**src/rtl/prod_sum_acc_dump.sv**
```systemverilog
// prod_sum_acc_dump: accumulates acc_len sum-of-products beats per frame in
// full precision, then converts the frame total to out_width bits (saturate
// or wrap) and presents it on a registered valid/ready output.
//
// Handshakes: a beat transfers on a rising edge where in_valid_i & in_ready_o,
// and a result transfers on a rising edge where out_valid_o & out_ready_i.
// Holding valid or ready high without its partner moves nothing. Payloads are
// stable while valid is held.
module prod_sum_acc_dump #(
  parameter int sum_width = 8,
  parameter int out_width = 12,
  parameter int acc_len   = 4,
  parameter bit sat_mode  = 1'b1
) (
  input  logic                 clk_i,
  input  logic                 rst_i,
  input  logic                 clr_i,
  input  logic                 in_valid_i,
  output logic                 in_ready_o,
  input  logic                 tc_i,
  input  logic [sum_width-1:0] sum_in_i,
  output logic                 out_valid_o,
  input  logic                 out_ready_i,
  output logic [out_width-1:0] acc_out_o,
  output logic                 ovf_o
);

  // Accumulator holds a whole frame without loss plus a sign bit.
  localparam int GROW = $clog2(acc_len);
  localparam int AW   = ((out_width > sum_width + GROW) ? out_width : sum_width + GROW) + 1;
  localparam int CW   = (acc_len > 1) ? $clog2(acc_len) : 1;

  // Range limits of the converted result, sign-extended to AW bits.
  localparam logic signed [AW-1:0] S_MAX = {{(AW-out_width+1){1'b0}}, {(out_width-1){1'b1}}};
  localparam logic signed [AW-1:0] S_MIN = {{(AW-out_width+1){1'b1}}, {(out_width-1){1'b0}}};
  localparam logic signed [AW-1:0] U_MAX = {{(AW-out_width){1'b0}}, {out_width{1'b1}}};

  logic [CW-1:0]          cnt_q, cnt_d;
  logic signed [AW-1:0]   acc_q, acc_d;
  logic                   frame_tc_q, frame_tc_d;
  logic                   out_valid_q, out_valid_d;
  logic [out_width-1:0]   acc_out_q, acc_out_d;
  logic                   ovf_q, ovf_d;

  logic                   first, last, accept, dump, tc_eff;
  logic signed [AW-1:0]   sum_ext, total;
  logic [out_width-1:0]   conv_out;
  logic                   conv_ovf;

  assign first  = (cnt_q == '0);
  assign last   = (cnt_q == CW'(acc_len - 1));
  // Only the frame-completing beat waits on a held, untaken result.
  assign in_ready_o = !clr_i && (!last || !out_valid_q || out_ready_i);
  assign accept = in_valid_i && in_ready_o;
  assign dump   = accept && last;
  // The first beat of a frame uses the live tc; later beats use the latched one.
  assign tc_eff = first ? tc_i : frame_tc_q;

  // Extend the incoming beat and form the running frame total.
  always_comb begin
    if (tc_eff) sum_ext = {{(AW-sum_width){sum_in_i[sum_width-1]}}, sum_in_i};
    else        sum_ext = {{(AW-sum_width){1'b0}}, sum_in_i};
    total = first ? sum_ext : acc_q + sum_ext;
  end

  // Convert the frame total to out_width bits with range detection.
  always_comb begin
    conv_out = total[out_width-1:0];
    conv_ovf = 1'b0;
    if (tc_eff) begin
      if (total > S_MAX) begin
        conv_ovf = 1'b1;
        if (sat_mode) conv_out = S_MAX[out_width-1:0];
      end else if (total < S_MIN) begin
        conv_ovf = 1'b1;
        if (sat_mode) conv_out = S_MIN[out_width-1:0];
      end
    end else if (total > U_MAX) begin
      conv_ovf = 1'b1;
      if (sat_mode) conv_out = U_MAX[out_width-1:0];
    end
  end

  // Next-state for the frame counter, accumulator and output register.
  always_comb begin
    cnt_d       = cnt_q;
    acc_d       = acc_q;
    frame_tc_d  = frame_tc_q;
    out_valid_d = out_valid_q;
    acc_out_d   = acc_out_q;
    ovf_d       = ovf_q;
    if (clr_i) begin
      cnt_d = '0;
      acc_d = '0;
    end else if (accept) begin
      if (first) frame_tc_d = tc_i;
      if (last) begin
        cnt_d = '0;
        acc_d = '0;
      end else begin
        cnt_d = cnt_q + CW'(1);
        acc_d = total;
      end
    end
    if (dump) begin
      out_valid_d = 1'b1;
      acc_out_d   = conv_out;
      ovf_d       = conv_ovf;
    end else if (out_valid_q && out_ready_i) begin
      out_valid_d = 1'b0;
    end
  end

  // State registers; reset discards any partial frame and pending result.
  always_ff @(posedge clk_i) begin
    if (rst_i) begin
      cnt_q       <= '0;
      acc_q       <= '0;
      frame_tc_q  <= 1'b0;
      out_valid_q <= 1'b0;
      acc_out_q   <= '0;
      ovf_q       <= 1'b0;
    end else begin
      cnt_q       <= cnt_d;
      acc_q       <= acc_d;
      frame_tc_q  <= frame_tc_d;
      out_valid_q <= out_valid_d;
      acc_out_q   <= acc_out_d;
      ovf_q       <= ovf_d;
    end
  end

  assign out_valid_o = out_valid_q;
  assign acc_out_o   = acc_out_q;
  assign ovf_o       = ovf_q;

endmodule
```
**config.mk**
```make
export PLATFORM = sky130hd
export DESIGN_NAME = prod_sum_acc_dump
export DESIGN_NICKNAME = d
export VERILOG_FILES = /design/src/rtl/prod_sum_acc_dump.sv
export SDC_FILE = /design/constraint.sdc
export NUM_CORES = 1
export LEC_CHECK = 0
export CORE_MARGIN = 5
export CORE_UTILIZATION = 60
export DETAILED_ROUTE_END_ITERATION = 16
export PLACE_DENSITY = 0.88
export SLEW_MARGIN = 0
export SYNTH_ARGS = -nofsm -noshare
export SYNTH_HDL_FRONTEND = slang
export SYNTH_SLANG_ARGS = --single-unit
export TNS_END_PERCENT = 10
```
**constraint.sdc**
```tcl
create_clock -name clk_i -period 8.8 [get_ports clk_i]
set_input_delay 2.64 -clock clk_i [delete_from_list [all_inputs] [get_ports clk_i]]
set_output_delay 2.64 -clock clk_i [all_outputs]
set_load 0.01 [all_outputs]
```
==> results by group <==
Clocking
  • Clk pin slew, worst setup/hold paths: 0.06 ns
  • Max Root-Sink Buffers: 2
  • CTS buffer count: 5
  • Post-CTS setup buffer count: 0
  • Cts-stage hold buffer count: 0
  • Worst-Skew Late Latency: 0.29 ns
  • CTS root buf: clkbuf_8
  • H-tree depth: 2
  • Post-CTS Resized: 0
  • CTS tree: done
  • Clk sinks: 30

Global routing
  • First-pass GRT wire length: 9820 um
  • Vias in the first global route: 2,140
  • GRT overflow: 0
  • Total GRT Usage: 24.2%
  • Initial antenna violation count: 0
  • Largest net degree at the start of global routing: 28

Setup path
  • Reg2reg start: cnt_q[0]
  • Setup Crit Path Kind: primary input to primary output
  • Critical path's top delay family: buffers and inverters
  • Req. time, crit path: 6.16 ns
  • Critical path arrival: 4.01 ns
  • Critical-path cell list: clkdlybuf4s50_1, nand2b_1, o21ba_2, clkdlybuf4s50_1
  • CP max-delay cell: clkdlybuf4s50_1
  • Max stage delay on crit path: 0.58 ns
  • Reg2reg end: acc_out_o[2]
  • Worst setup EP type: primary output
  • Critical path launch point type: primary input
  • R2R Setup Slk: 4.41 ns
  • Worst path most repeated cell: clkdlybuf4s50_1
  • Crit-path max FO: 5
  • R2R depth: 14
  • CP Buf/Inv Count: 2

Power
  • Total chip power: 316 uW
  • Switch Pwr: 93.3 uW
  • Worst VDD drop: 0.111 mV
  • Pwr per Cell Area: 121 nW/um^2
  • Clock power share: 36.9%
  • Internal power: 223 uW
  • Comb power frac: 19.0%
  • Net Sw Frac: 29.5%
  • Static leakage: 0.000935 uW
  • Seq pwr share: 44.1%

STA
  • Achievable frequency: 150 MHz
  • Post-layout min period: 6.65 ns
  • Final hold viol count: 0
  • Setup violations, final: 0
  • RSZ-0062 raised after global routing: false
  • Max Slew Vio Count: 0
  • Worst Clk Skew: 0.00413 ns
  • Final worst-path cycle share: 75.6%
  • Relative slew slack: 42.7%
  • Actual slew at the worst max-slew pin: 0.857 ns
  • Sum Neg Setup Slack: 0 ns
  • Final WS setup: 2.15 ns

Detailed routing
  • Drt drc: 0
  • Iter 0 DRT Violations: 314
  • Via count: 2,314
  • Post-Route WL: 6180 um
  • DR vias/cell: 6.50
  • Final antenna-violating net count: 0
  • First drt pass iteration count: 8
  • WL/cell: 17.3 um

Yosys
  • Post-synthesis sequential area ratio: 26.6%
  • Yosys top cell area share: 26.6%
  • Synth Area per Inst: 7.84 um^2
  • Ys flop type: dfxtp_1
  • Fraction of registers with async set or reset after synthesis: 0%
  • Synthesized flop and latch total: 30
  • Largest cells by area after synthesis: dfxtp_1, nor2_1, ha_1
  • Biggest area consumer among synthesized cells: dfxtp_1
  • Synth Net Count: 314
  • Yosys warnings: 0
  • Post-synth EDFFs: 0
  • Synth unique cells: 56
  • Synthesized instance count: 288
  • Synth Cell Area: 2260 um^2

Floorplanning
  • Die ar.: 5090 um^2
  • IO Count: 29
  • Starting Density: 61.7%
  • Die Span Y: 71.3 um
  • Row count: 22
  • Core area: 3660 um^2
  • Die W: 71.3 um

Placement
  • # port buffers: 28
  • GP Congestion: 0.893
  • DP HPWL: 4420 um
  • Place WS: 2.19 ns

Final layout
  • Final nets: 333
  • Filler cell count: 312
  • Commonest cells after routing, fill and taps aside: nor2_1, dfxtp_1, clkdlybuf4s50_1
  • Area growth syn-to-layout: 16.2%
  • Multi-input gate area: 1530 um^2
  • Most common cell after layout, fill and taps aside: nor2_1
  • Share of cells above drive strength 1: 7.47%
  • Ant. Diodes: 0
  • Reg area: 601 um^2

Hold path
  • Hold path start: acc_q[5]
  • Endpoint, Worst Hold: acc_q[5]
  • Hold Crit Class: flip-flop to flip-flop
  • Hold Crit Depth: 2

Run
  • Maximum capacitance violations: 0

Outcome
  • Outcome: finished clean
## worst min-delay path, stage by stage (launching register included)
cell and delay, ns:
dfxtp_1 0.31, nand2_1 0.05, a21oi_1 0.05
## sequential cells by signal (all words and copies together) (netlist names)
register and flops:
frame_tc_q 1, ovf_o 1, cnt_q 2, acc_out_o 12, acc_q 13, out_valid_o 1
## metrics by stage
step | cells | area [um^2] | hold slack, ns | util, %
after detailed placement | 348 | 2530 | 0.457 | 69.1
after CTS | 356 | 2620 | 0.466 | 71.6
after global placement | 348 | 2530 | 0.446 | 69.1
after floorplan | 288 | 2260 | 0.436 | -
after global routing | 356 | 2620 | 0.498 | 71.6
final | 356 | 2620 | 0.464 | 71.6
## area by class of cell
cell class	count	share of cell area, %
multi-input cells	227	58.3
repair buffers	29	11.0
flip-flops and latches	30	22.9
well taps	48	2.29
clock inverters	1	0.191
inverters	14	2.00
clock buffers	7	3.29
## power groups by stage
stage / Sequential [uW] / Combinational [uW] / Clock, uW
after detailed placement: 142 / 57.8 / 0
after floorplan: 142 / 41.5 / 0
final: 139 / 60.3 / 117
after CTS: 139 / 58.5 / 119
after global placement: 142 / 56.8 / 0
after global routing: 139 / 64.9 / 126
## synthesized netlist by cell type, drive strengths merged (6+ instances only)
cell type,number
a211oi,8
a21oi,21
a22oi,9
clkbuf,14
dfxtp,30
ha,11
inv,14
mux2i,8
nand2,21
nand3,11
nor2,42
nor3,11
o211ai,8
o21ai,14
xnor2,6
## kinds of logic after synthesis
kind of cell	share of synthesized area (%)
buf+inv	5.60
mux	5.27
flops	26.6
compound gates	29.3
fa+ha+maj	6.98
simple gates	22.7
xor+xnor	3.49
## worst max-delay path by stage
stage | startpoint | end | slack [ns] | cells after the start
after floorplan | out_ready_i | in_ready_o | 3.15 | 2
after global placement | out_ready_i | in_ready_o | 2.25 | 4
after detailed placement | out_ready_i | in_ready_o | 2.19 | 4
after CTS | out_ready_i | in_ready_o | 2.16 | 4
after global routing | out_ready_i | in_ready_o | 2.12 | 4
final | out_ready_i | in_ready_o | 2.15 | 4
## metal layers
metal / global-route usage, % / vias to the layer above / wire [um]
met5: 0 / - / 0
met4: 11.7 / 0 / 264
met3: 6.03 / 30 / 578
met2: 39.0 / 128 / 2820
met1: 30.0 / 1058 / 2520
li1: - / 1098 / -
(Power assumes the default switching activity.)
